==> src/rtl/mem_port_arbiter.sv <==
`default_nettype none
// mem_port_arbiter: shares one 32-bit memory bus between instruction fetch and load/store,
// with byte-lane steering, load extension, misalignment detection and bus timeout. Rev 1.0
module mem_port_arbiter #(
  parameter int unsigned TIMEOUT = 255
) (
  input  logic        clk,
  input  logic        rst_n,
  input  logic        if_req,
  input  logic [31:0] if_addr,
  output logic [31:0] if_rdata,
  output logic        if_done,
  output logic        if_err,
  input  logic        d_read,
  input  logic        d_write,
  input  logic [1:0]  d_size,
  input  logic        d_usign,
  input  logic [31:0] d_addr,
  input  logic [31:0] d_wdata,
  output logic [31:0] d_rdata,
  output logic        d_done,
  output logic        d_err,
  output logic        bus_req,
  output logic        bus_we,
  output logic [31:0] bus_addr,
  output logic [3:0]  bus_be,
  output logic [31:0] bus_wdata,
  input  logic        bus_ack,
  input  logic [31:0] bus_rdata
);

  localparam int unsigned CW = (TIMEOUT > 1) ? $clog2(TIMEOUT) : 1;
  localparam logic [CW-1:0] CNT_LAST = CW'(TIMEOUT - 1);

  typedef enum logic [1:0] {
    IDLE       = 2'd0,
    FETCH_WAIT = 2'd1,
    DATA_WAIT  = 2'd2,
    RESP       = 2'd3
  } state_e;

  state_e        state_q;
  logic [CW-1:0] cnt_q;
  logic [1:0]    off_q;
  logic [1:0]    size_q;
  logic          usign_q;
  logic          bus_req_q, bus_we_q;
  logic [31:0]   bus_addr_q, bus_wdata_q;
  logic [3:0]    bus_be_q;
  logic          if_done_q, if_err_q, d_done_q, d_err_q;
  logic [31:0]   if_rdata_q, d_rdata_q;

  logic          d_req;
  logic          d_mis;
  logic [1:0]    size_d;
  logic [3:0]    be_d;
  logic [31:0]   wdata_d;
  logic [31:0]   shifted;
  logic [31:0]   load_ext;
  logic          timed_out;

  // Decode of the pending data request; size 11 folds onto word.
  always_comb begin
    d_req   = d_read | d_write;
    size_d  = (d_size == 2'b11) ? 2'b10 : d_size;
    be_d    = 4'b1111;
    d_mis   = 1'b0;
    wdata_d = d_wdata;
    case (size_d)
      2'b00: begin
        be_d    = 4'b0001 << d_addr[1:0];
        wdata_d = {4{d_wdata[7:0]}};
      end
      2'b01: begin
        be_d    = 4'b0011 << d_addr[1:0];
        d_mis   = d_addr[0];
        wdata_d = {2{d_wdata[15:0]}};
      end
      default: begin
        be_d    = 4'b1111;
        d_mis   = |d_addr[1:0];
        wdata_d = d_wdata;
      end
    endcase
  end

  always_comb begin
    shifted  = bus_rdata >> {off_q, 3'b000};
    load_ext = shifted;
    case (size_q)
      2'b00:   load_ext = usign_q ? {24'd0, shifted[7:0]} : {{24{shifted[7]}}, shifted[7:0]};
      2'b01:   load_ext = usign_q ? {16'd0, shifted[15:0]} : {{16{shifted[15]}}, shifted[15:0]};
      default: load_ext = shifted;
    endcase
  end

  // An ack in the final counted cycle takes precedence over the timeout.
  assign timed_out = (TIMEOUT != 0) && (cnt_q == CNT_LAST) && !bus_ack;

  always_ff @(posedge clk or negedge rst_n) begin
    if (!rst_n) begin
      state_q     <= IDLE;
      cnt_q       <= '0;
      off_q       <= 2'b00;
      size_q      <= 2'b00;
      usign_q     <= 1'b0;
      bus_req_q   <= 1'b0;
      bus_we_q    <= 1'b0;
      bus_addr_q  <= '0;
      bus_be_q    <= '0;
      bus_wdata_q <= '0;
      if_done_q   <= 1'b0;
      if_err_q    <= 1'b0;
      if_rdata_q  <= '0;
      d_done_q    <= 1'b0;
      d_err_q     <= 1'b0;
      d_rdata_q   <= '0;
    end else begin
      case (state_q)
        IDLE: begin
          cnt_q <= '0;
          if (d_req) begin
            if (d_mis) begin
              d_done_q  <= 1'b1;
              d_err_q   <= 1'b1;
              d_rdata_q <= '0;
              state_q   <= RESP;
            end else begin
              bus_req_q   <= 1'b1;
              bus_we_q    <= d_write;
              bus_addr_q  <= {d_addr[31:2], 2'b00};
              bus_be_q    <= be_d;
              bus_wdata_q <= d_write ? wdata_d : 32'd0;
              off_q       <= d_addr[1:0];
              size_q      <= size_d;
              usign_q     <= d_usign;
              state_q     <= DATA_WAIT;
            end
          end else if (if_req) begin
            if (|if_addr[1:0]) begin
              if_done_q  <= 1'b1;
              if_err_q   <= 1'b1;
              if_rdata_q <= '0;
              state_q    <= RESP;
            end else begin
              bus_req_q   <= 1'b1;
              bus_we_q    <= 1'b0;
              bus_addr_q  <= if_addr;
              bus_be_q    <= 4'b1111;
              bus_wdata_q <= '0;
              state_q     <= FETCH_WAIT;
            end
          end
        end
        FETCH_WAIT, DATA_WAIT: begin
          if (bus_ack || timed_out) begin
            bus_req_q <= 1'b0;
            state_q   <= RESP;
            if (state_q == FETCH_WAIT) begin
              if_done_q  <= 1'b1;
              if_err_q   <= !bus_ack;
              if_rdata_q <= bus_ack ? bus_rdata : 32'd0;
            end else begin
              d_done_q  <= 1'b1;
              d_err_q   <= !bus_ack;
              d_rdata_q <= (bus_ack && !bus_we_q) ? load_ext : 32'd0;
            end
          end else begin
            cnt_q <= cnt_q + 1'b1;
          end
        end
        RESP: begin
          if_done_q <= 1'b0;
          if_err_q  <= 1'b0;
          d_done_q  <= 1'b0;
          d_err_q   <= 1'b0;
          state_q   <= IDLE;
        end
        default: state_q <= IDLE;
      endcase
    end
  end

  assign bus_req   = bus_req_q;
  assign bus_we    = bus_we_q;
  assign bus_addr  = bus_addr_q;
  assign bus_be    = bus_be_q;
  assign bus_wdata = bus_wdata_q;
  assign if_done   = if_done_q;
  assign if_err    = if_err_q;
  assign if_rdata  = if_rdata_q;
  assign d_done    = d_done_q;
  assign d_err     = d_err_q;
  assign d_rdata   = d_rdata_q;

endmodule
`default_nettype wire

==> config.mk <==
export PLATFORM = sky130hd
export DESIGN_NAME = mem_port_arbiter
export DESIGN_NICKNAME = d
export VERILOG_FILES = /design/src/rtl/mem_port_arbiter.sv
export SDC_FILE = /design/constraint.sdc
export NUM_CORES = 1
export LEC_CHECK = 0
export ABC_CLOCK_PERIOD_IN_PS = 2960
export BUFFER_PORTS_ARGS = -buffer_cell sky130_fd_sc_hd__clkbuf_2
export CORE_ASPECT_RATIO = 0.75
export CORE_MARGIN = 3
export CORE_UTILIZATION = 30
export CTS_CLUSTER_DIAMETER = 80
export DETAILED_ROUTE_END_ITERATION = 8
export GPL_TIMING_DRIVEN = 0
export PLACE_DENSITY = 0.54
export REMOVE_ABC_BUFFERS = 1
export SETUP_SLACK_MARGIN = 0.5
export SLEW_MARGIN = 15
export SYNTH_ARGS = -nofsm -noshare
export SYNTH_HDL_FRONTEND = slang
export SYNTH_SLANG_ARGS = --single-unit
==> constraint.sdc <==
create_clock -name clk -period 2.96 [get_ports clk]
set_input_delay 0.148 -clock clk [delete_from_list [all_inputs] [get_ports clk]]
set_output_delay 0.148 -clock clk [all_outputs]
set_load 0.02 [all_outputs]
; ---- Word-level counts from Yosys, hierarchy flattened
; Index checks and enable logic that the tools add are counted.
; Widths: inputs -> output; s select.
[classes]
eq_ne = 21
add_sub_neg = 1
n_mux = 68
reduce_logical = 22
bitwise_logic = 2
shift = 3
[ops]
columns = cell, n
row1 = $mux 32, 22
row2 = $pmux 32 s2, 4
row3 = $shr 32x5->32, 1
row4 = $mux 1, 23
row5 = $ne 2x2->1 const B, 11
row6 = $mux 4, 4
row7 = $pmux 8 s2, 1
row8 = $reduce_and 5->1, 3
row9 = $pmux 1 s3, 4
row10 = $mux 2, 5
row11 = $ne 3x3->1 const B, 3
row12 = $add 8x1->8 const B, 1
row13 = $eq 8x8->1 const B, 1
row14 = $mux 8, 1
row15 = $pmux 4 s2, 1
row16 = $reduce_and 4->1, 2
row17 = $eq 2x1->1 const B, 3
row18 = $eq 2x2->1 const B, 3
row19 = $logic_not 2->1, 3
row20 = $pmux 2 s3, 1
row21 = $reduce_and 6->1, 1
row22 = $reduce_or 2->1, 3
row23 = $pmux 1 s2, 2
row24 = $reduce_and 2->1, 2
row25 = other kinds (9), 12
[totals]
wordCells = 133
inputBits = 137
output_inout_bits = 138
reg_bits = 153

; ---- Longest topological paths before layout
; Gate-level depths: netlist of run 1.
[depth]
ltp_word = 7
depth_mapped = 8
mapped_depth_nobuf = 6

; ---- Worst setup path before layout of run 1
; Ideal clock, no wire load.
[synth_timing]
path_type = reg-to-reg
from = register state_q[1]
to = register if_rdata_q[0] (netlist: if_rdata[0])
n_path_buf = 1
path_stages_with_launch = 8
synth_period_minus_slack_ps = 1986
slack_ps = 974
setup_time_ps = 125
t_arrival_ps = 1861
required_ps = 2835
path_cell_list = dfrtp_1 > inv_1 > ha_1 > nor2b_1 > o21ai_4 > o2111ai_4 > buf_6 > mux2_4
[synth_via]
elab_chain_cells = 4
elab_cells_between_ends = 12
classes_between = 7 x eq/ne / 1 x mux / 4 x reduce/logical
[synth_lines]
columns = item, line_no
row1 = start: declaration, 42  ; state_e state_q;
row2 = start signal: assignment, 102  ; state_q <= IDLE;
row3 = start signal: assignment, 127  ; state_q <= RESP;
row4 = start signal: assignment, 137  ; state_q <= DATA_WAIT;
row5 = $eq 2x1->1 or $eq 2x2->1 (tied branches), "119, 159"
row6 = $reduce_or 2->1, 119  ; case (state_q)
row7 = $ne 2x2->1 (no line) or $reduce_bool 2->1 (tied branches), --
row8 = $reduce_and 6->1 (no line), --
row9 = end signal: assignment, 162  ; if_rdata_q <= bus_ack ? bus_rdata : 32'd0;
row10 = end: declaration, 51  ; logic [31:0] if_rdata_q, d_rdata_q;
; Parallel ways exist; a longest one is shown, timed or not.
; A chain may end at the register's enable or synchronous reset.

; ---- Worst setup path in the final report of run 1
[layout_timing]
from = register state_q[0]
to = register d_rdata_q[0] (netlist: d_rdata[0])
[layout_via]
elab_chain_cells = 4
elab_cells_between_ends = 11
classes_between = 6 x eq/ne / 1 x mux / 4 x reduce/logical
[layout_lines]
columns = item, line_no
row1 = $eq 2x1->1 or $eq 2x2->1 (tied branches), "119, 159"
row2 = $reduce_or 2->1, 119
row3 = $ne 2x2->1 (no line) or $reduce_bool 2->1 (tied branches), --
row4 = $reduce_and 5->1 (no line), --
row5 = end signal: assignment, 166  ; d_rdata_q <= (bus_ack && !bus_we_q) ? load_ext : 32'd0;
row6 = end: declaration, 51
; Parallel ways exist; a longest one is shown, timed or not.

==> flow_summary.ini, run 1 <==
[sta]
hold_violations = 0
setup_viol = 0
timing.final.crit_share_pct = 78.66
finalMaxSlewViolations = 0
fmax_mhz = 429.5
slew_headroom_pct = 37.46
skew_ps = 12.80
min_period_ps = 2328
rsz0062_at_grt = false
worst-slew-pin-transition_ps = 936.2

[layout]
fin_nets = 1092
nFillCells = 2539
layout-drive-gt1-share_pct = 42.54
seq_area_sq_mm = 0.003836
areaGrowthSynthToFinish_pct = 32.21
diodes = 0
utilization_pct = 41.17
multiInputGateArea_sq_mm = 0.003846

[synthesis]
synth_edf_count = 0
syn_area_per_cell_sq_um = 11.57
yosysUniqueCellTypes = 55
syn_area_sq_mm = 0.007948
netlist_instances = 687
ys_seq_elements = 153
async_flop_share_pct = 100.0
synth.yosys.seq_area_share_pct = 48.17
synth_area_leaders = dfrtp_1 (48%), mux2i_1 (9.8%), mux2_4 (5.7%)
ys_top_cells_by_count = dfrtp_1 (153), mux2i_1 (78), a21oi_1 (48)
yosysMostFrequentCell = dfrtp_1
yosysTopAreaCell = dfrtp_1
synth_top_area_share_pct = 48.17
yosys_warnings = 0
ys.flop_type = dfrtp_1

[clock_network]
clock_path_buffers = 2
clkTransAtPathRegs_ps = 60
insertion_delay_ps = 420
htree_num_levels = 4
cts_buffers = 17
cts_sinks = 153
cts_root_buffer = clkbuf_16
cts_tree = built

[grt]
grt_max_degree = 86
grt-ovfl-total = 0
grt_usage_pct = 17.61
grt_antenna_before_repair = 0
grt_pass1_wl_mm = 39.90
grt_pass1_vias = 6698

[critical_path]
cpMostUsedCell = buf_12
crit_slowest_cell = dfrtp_1
cp_cell_sequence = inv_1, ha_4, buf_16, nor3b_2, a311oi_4, buf_12, o211ai_4, buf_12, mux2_2
crit_type = reg -> reg
worstSetupStartpoint = state_q[0]
cpPeakStageDelay_ps = 400
arrival_ps = 2630
required_ps = 3260
crit_path_end_kind = register
cp-start-kind = register
worst-path-max-fanout = 62
r2r_start = state_q[0]

[power_and_ir_drop]
power.density_mw_per_mm2 = 1122
p_total_w = 0.01179
p_sw_w = 0.005052
ir_drop_v = 0.0005444
switching_share_pct = 42.85
clockPowerShare_pct = 18.3
p_int_w = 0.006737
seq_power_share_pct = 30.2
p_leak_nw = 5.177
comb_power_share_pct = 51.5

[drt]
drtIter0Drc = 304
wl_per_cell_microns = 20.12
vias_per_cell = 5.065
vias = 6569
route.detailed.drc = 0
drtPass1Iterations = 5
wl_mm = 26.10
antenna_left = 0

[floorplanning]
die_height_microns = 147.0
ios = 275
rows = 50
die_w_microns = 193.9
die_area_sq_mm = 0.02850
start_util_pct = 31.14
core_sq_mm = 0.02552

[run]
drv_cap = 0

[placed_design]
dp_hpwl_mm = 17.05
gp_congestion = 0.7348
io_buffers = 274

[hold_path]
min_path_type = in -> reg
min_from = d_wdata[8]

[run_status]
status = finished, final reports clean
## critical path, delay by kind of cell (launching register included)
kind | cells | cell delay, ps
buffers and inverters | 4 | 770
flip-flops | 1 | 400
AND/OR/NAND/NOR | 1 | 340
multiplexers | 1 | 340
adder cells (fa/ha/maj) | 1 | 190
AO/OA/AOI/OAI | 2 | 150
## final timing paths
path / end / slack (ps) / cells past startpoint
worst max-delay path: d_rdata[0] / 630 / 9
worst min-delay path: bus_wdata[8] / 20 / 3
worst max register to register: d_rdata[0] / 630 / 9
worst min register to register: bus_wdata[1] / 490 / 1
max in group asynchronous: off_q[1] / 1770 / 3
min in group asynchronous: if_rdata[14] / 320 / 2
## flip-flops by register name (all words and copies together) (netlist names)
register and flops:
bus_addr 32, bus_wdata 32, d_rdata 32, if_rdata 32
cnt_q 8, bus_be 4, off_q 2, size_q 2
state_q 2, bus_req 1, bus_we 1, d_done 1
d_err 1, if_done 1, if_err 1, usign_q 1
## power groups by stage
stage	sequential, W	clock [W]	combinational [W]
after floorplan	0.00429	0	0.00273
after global placement	0.00356	0	0.00537
after detailed placement	0.00358	0	0.00564
after CTS	0.00356	0.00224	0.00595
after global routing	0.00369	0.00233	0.00655
final	0.00356	0.00215	0.00607
## stage by stage
stage,hold WS [ps],TNS [ps],std cells,setup slack (ps),instance area (sq um)
after floorplan,-147.6,-61740,625,-907.6,7630
after global placement,422.4,-457090,1237,-2783,9424
after detailed placement,211.7,0,1244,98.22,9639
after CTS,2.471,0,1292,558.4,10430
after global routing,10.27,0,1297,514.0,10510
final,21.60,0,1297,631.6,10510
## what timing repair did
item	CTS	global route
gates cloned	1	2
buffers inserted	8	3
hold endpoints to repair	77	0
hold buffers	10	0
endpoints found under the setup margin	76	58
gates resized for setup	4	5
pin swaps	4	3
## cell type report
class,instances,share of cell area (%)
clock buffer,18,4.180
clock inverter,11,1.203
multi-input combinational,464,36.60
timing repair buffer,303,17.12
inverter,10,0.3572
tap,338,4.025
sequential,153,36.51
## cells in the final DEF (no fill, tap or decap), types with 3 or more instances in the layout
cell type | netlist | routed
mux2_4 | 30 | 30
buf_12 | 0 | 6
o2bb2ai_1 | 34 | 34
nand4_1 | 11 | 11
buf_4 | 4 | 7
ha_1 | 6 | 5
clkbuf_2 | 0 | 273
nor2_1 | 20 | 19
nand2_1 | 24 | 23
a21oi_1 | 48 | 48
clkinvlp_4 | 0 | 4
and2_1 | 4 | 3
a211oi_1 | 14 | 14
o21ai_0 | 18 | 18
a21bo_2 | 9 | 9
and3_1 | 33 | 33
mux2_2 | 22 | 22
nor2b_1 | 18 | 17
nand3_1 | 5 | 5
mux2i_1 | 78 | 78
dfrtp_1 | 153 | 151
a31oi_1 | 30 | 30
mux2_1 | 5 | 5
o211ai_1 | 3 | 3
buf_16 | 0 | 4
dlygate4sd3_1 | 0 | 10
clkbuf_16 | 0 | 18
a32o_1 | 17 | 16
inv_1 | 10 | 10
## metal layers
| layer | track usage, % | up-vias | part of all wire (%) |
|---|---|---|---|
| met4 | 4.521 | 0 | 1.3 |
| met3 | 4.837 | 24 | 5.5 |
| met2 | 26.36 | 187 | 44 |
| met5 | 0 | - | 0 |
| li1 | - | 3097 | - |
| met1 | 25.27 | 3261 | 49 |
## cells by family (layout without fill, tap and decap cells)
family                     Yosys count  count (layout)  synth area share [%]
buffers and inverters               72             342                 4.471
AOI/OAI and AO/OA                  186             188                 17.24
DFF                                153             153                 48.17
muxes                              136             136                 19.60
xor gates and xnor gates             3               3                0.3307
adders and majority gates            6               6                0.9446
and+or+nand+nor                    131             131                 9.241
Power figures use the tool's default switching activity.
==> run 2: changes to the inputs <==
- ABC_CLOCK_PERIOD_IN_PS: 2960 -> 2300
- clock period: 2.96 -> 2.3 ns (I/O delays scaled with it)
==> flow_summary.ini, run 2 (synthesized netlist as in run 1, its figures left out) <==
[critical_path]
arrival_ps = 2360
r2r_setup_slack_ps = 240
r2r-end = if_rdata[18]
cp_cell_sequence = inv_2, ha_4, buf_12, nor2b_4, o21ai_4, o2111ai_4, buf_6, buf_16, mux2_4
worstSetupStartpoint = state_q[0]
worst-path-max-fanout = 14
crit_type = reg -> reg
r2r_start = state_q[0]
cp-start-kind = register
cpPeakStageDelay_ps = 390
endpoint = if_rdata[18]
cp.depth = 9
required_ps = 2610
r2r_cells = 9
crit_slowest_cell = dfrtp_1
path_buf_inv = 4
cpLargestDelayFamily = buffers and inverters
crit_path_end_kind = register

[layout]
mostFrequentLayoutCell = clkbuf_2
multiInputGateArea_sq_mm = 0.004011
fin_nets = 1170
layout-drive-gt1-share_pct = 46.77
layout_common_cells = clkbuf_2 (272), dfrtp_1 (150), mux2i_1 (78)
diodes = 0
areaGrowthSynthToFinish_pct = 45.06
nFillCells = 2448
seq_area_sq_mm = 0.003837

[sta]
slew_headroom_pct = 40.59
rsz0062_at_grt = true
fin_setup_tns_ps = 0
worst-slew-pin-transition_ps = 891.2
setup_viol = 0
timing.final.crit_share_pct = 89.45
skew_ps = 9.212
min_period_ps = 2057
finalWorstSetupSlack_ps = 242.7
fmax_mhz = 486.1
hold_violations = 0
finalMaxSlewViolations = 0

[drt]
wl_per_cell_microns = 21.11
vias_per_cell = 5.088
antenna_left = 0
wl_mm = 29.03
vias = 6996
drtIter0Drc = 316
drtPass1Iterations = 5
route.detailed.drc = 0

[grt]
grt_pass1_wl_mm = 45.04
grt_antenna_before_repair = 1
grt_usage_pct = 20.30
grt_max_degree = 86
grt-ovfl-total = 0
grt_pass1_vias = 7278

[clock_network]
cts_root_buffer = clkbuf_16
cts_buffers = 17
insertion_delay_ps = 420
htree_num_levels = 4
clkTransAtPathRegs_ps = 60
clock_path_buffers = 2
cts_tree = built
cts_sinks = 153

[placed_design]
gp_congestion = 0.7348
post-place-ws_ps = -561.8
io_buffers = 274
dp_hpwl_mm = 17.05

[floorplanning]
core_sq_mm = 0.02552
die_area_sq_mm = 0.02850
rows = 50
die_w_microns = 193.9
start_util_pct = 31.14
die_height_microns = 147.0
ios = 275

[hold_path]
min_path_type = in -> reg

[power_and_ir_drop]
ir_drop_v = 0.0006743
power.density_mw_per_mm2 = 1498
p_leak_nw = 5.708

[run]
drv_cap = 0

[run_status]
status = finished, final reports clean
run 2: how the worst min path moves through the flow:
stage	depth (start not counted)	from	endpoint
floorplan	0	rst_n	bus_addr[0]
global placement	3	d_wdata[27]	bus_wdata[27]
detailed placement	1	rst_n	if_rdata[29]
CTS	3	d_addr[26]	bus_addr[26]
global route	3	d_addr[6]	bus_addr[6]
finish	3	if_addr[16]	bus_addr[16]
run 2: layout make-up:
| class | count | area share (%) |
|---|---|---|
| Clock buffer | 18 | 3.809 |
| Timing Repair Buffer | 377 | 23.02 |
| Tap cell | 338 | 3.668 |
| Multi-Input combinational cell | 468 | 34.79 |
| Inverter | 10 | 0.3256 |
| Clock inverter | 11 | 1.096 |
| Sequential cell | 153 | 33.29 |
run 2: through the flow:
step | utilization (%) | power (W) | instances | hold slack, ps | cell area [sq um]
2_1_floorplan | - | 0.009031 | 625 | -180.6 | 7630
3_3_place_gp | 36.92 | 0.01127 | 1237 | 389.4 | 9424
3_5_place_dp | 37.76 | 0.01186 | 1244 | 178.7 | 9639
4_1_cts | 44.50 | 0.01720 | 1360 | 0.05115 | 11360
5_1_grt | 45.17 | 0.01827 | 1375 | 10.11 | 11530
6_report | 45.17 | 0.01726 | 1375 | 19.98 | 11530
run 2: routing by layer:
layer	GRT usage [%]	part of all wire [%]	wire, microns	vias up
met5	0	0	0	-
met4	4.377	1.0	294	0
met3	5.135	5.6	1617	19
met2	31.13	45	12990	198
met1	29.16	49	14130	3509
li1	-	-	-	3270
run 2: worst register-to-register path: stages, from the launching register on:
cell	delay, ps
dfrtp_1	390
inv_2	100
ha_4	220
buf_12	120
nor2b_4	120
o21ai_4	130
o2111ai_4	220
buf_6	190
buf_16	150
mux2_4	310
run 2: where the power goes:
| part | switching, W | leakage [nW] | total (W) | internal, W |
|---|---|---|---|---|
| clock | 0.00118 | 0.266 | 0.00279 | 0.00161 |
| combinational | 0.00533 | 3.50 | 0.0101 | 0.00472 |
| sequential | 0.000707 | 1.94 | 0.00442 | 0.00371 |
run 2: repair_timing:
action	in CTS	in global routing
endpoints found under the hold margin	90	0
buffers inserted	48	14
gates resized for setup	46	9
endpoints found under the setup margin	121	111
pin swaps	13	5
hold buffers	27	0
cloned	12	1
==> run 3: changes to the inputs <==
- CORE_UTILIZATION: 30 -> 51
- PLACE_DENSITY: 0.54 -> 0.83
==> flow_summary.ini, run 3 (synthesized netlist as in run 1, its figures left out) <==
[power_and_ir_drop]
ir_drop_v = 0.0009315
p_leak_nw = 5.583
power.density_mw_per_mm2 = 1558
p_total_w = 0.01741

[sta]
skew_ps = 12.28
rsz0062_at_grt = true
finalMaxSlewViolations = 0
timing.final.crit_share_pct = 91.50
slew_headroom_pct = 47.61
finalWorstSetupSlack_ps = 195.5
setup_viol = 0
fmax_mhz = 475.2
hold_violations = 0
min_period_ps = 2105
fin_hold_ws_ps = 2.348
worst-slew-pin-transition_ps = 782.9

[placed_design]
dp_hpwl_mm = 15.02
gp_congestion = 0.8634
post-place-ws_ps = -526.9
place_inst = 1104
io_buffers = 274

[clock_network]
insertion_delay_ps = 430
clock_path_buffers = 2
htree_num_levels = 4
clkTransAtPathRegs_ps = 70
cts_buffers = 17
cts_sinks = 153
cts_root_buffer = clkbuf_16
cts_tree = built

[floorplanning]
start_util_pct = 53.58
core_sq_mm = 0.01483
ios = 275
die_height_microns = 114.1
die_area_sq_mm = 0.01713
rows = 38
die_w_microns = 150.1

[grt]
grtUsageMet2_pct = 47.96
grt_pass1_vias = 7198
grt_antenna_before_repair = 0
use_met1_pct = 41.66
grt-ovfl-total = 0
grt_max_degree = 90
use_met3_pct = 6.688
grt_pass1_wl_mm = 40.23
grt_usage_pct = 30.12
busiest_layer = met2

[critical_path]
crit_path_end_kind = register
arrival_ps = 2410
worst-path-max-fanout = 8
required_ps = 2610
cp-start-kind = register
crit_type = reg -> reg

[drt]
wl_per_cell_microns = 22.32
antenna_left = 0
vias = 7290
drtIter0Drc = 652
vias_per_cell = 6.035
wl_mm = 26.96
drtPass1Iterations = 5
route.detailed.drc = 0

[layout]
seq_area_sq_mm = 0.003836
areaGrowthSynthToFinish_pct = 40.59
multiInputGateArea_sq_mm = 0.004086
fin_nets = 1138
layout_common_cells = clkbuf_2 (272), dfrtp_1 (151), mux2i_1 (78)
utilization_pct = 75.32
diodes = 0
layout-drive-gt1-share_pct = 47.42
mostFrequentLayoutCell = clkbuf_2
nFillCells = 1002
layout.cells.non_filler = 1208

[run_status]
status = finished, final reports clean

[hold_path]
min_path_type = in -> reg

[run]
drv_cap = 0
-- run 3: cell count changes in the layout (fill, tap and decap cells not counted), moves of 3 or more --
cell           change
o2bb2ai_1          -7
inv_6              +5
o2bb2ai_2          +6
clkinvlp_4         -3
buf_4             -14
buf_6              -5
dlygate4sd3_1     -12
buf_12             -3
-- run 3: final cells by class --
type	instances	share of cell area, %
well taps	200	2.240
repair buffers	346	21.14
multi-input cells	467	36.57
inverters	10	0.3359
flip-flops and latches	153	34.33
clock buffers	19	3.964
clock inverters	13	1.411
-- run 3: worst max-delay path, cell delays in order, from the launching register on --
cell and delay (ps):
dfrtp_1 400, inv_2 80, ha_4 180, buf_16 130
nor3b_4 160, a311oi_4 340, buf_6 180, buf_6 120
o211ai_4 150, a32o_1 250
-- run 3: worst paths after layout --
path | startpoint | to | slack, ps | cells after the start
max in group asynchronous | rst_n | bus_addr[3] | 1210 | 3
max reg2reg | state_q[1] | d_rdata[27] | 200 | 9
max | state_q[1] | d_rdata[27] | 200 | 9
min reg2reg | bus_wdata[1] | bus_wdata[1] | 490 | 1
min | d_wdata[8] | bus_wdata[8] | 2 | 3
min in group asynchronous | rst_n | if_rdata[24] | 230 | 2
-- run 3: power breakdown --
part	total (W)	switching, W	internal (W)
sequential	0.00450	0.000784	0.00371
clock	0.00290	0.00123	0.00166
combinational	0.0100	0.00535	0.00467
total	0.0174	0.00737	0.0100
-- run 3: per-stage QoR --
step           setup TNS [ps]  cell area (sq um)
3_5_place_dp           -28790               9427
2_1_floorplan         -147920               7630
3_3_place_gp          -553390               9251
6_report                    0              11170
5_1_grt                     0              11170
4_1_cts                     0              10960
-- run 3: timing repair --
action	4_1_cts	5_1_grt
hold endpoints to repair	78	0
pin swaps	17	9
gates resized for setup	48	23
gates cloned	10	3
setup endpoints to repair	122	123
hold buffers	15	0
setup buffers	38	6
-- run 3: layer usage --
layer	vias up	wire length, microns
met3	55	2100
li1	3213	-
met1	3669	11140
met5	-	0
met4	0	673
met2	353	13050
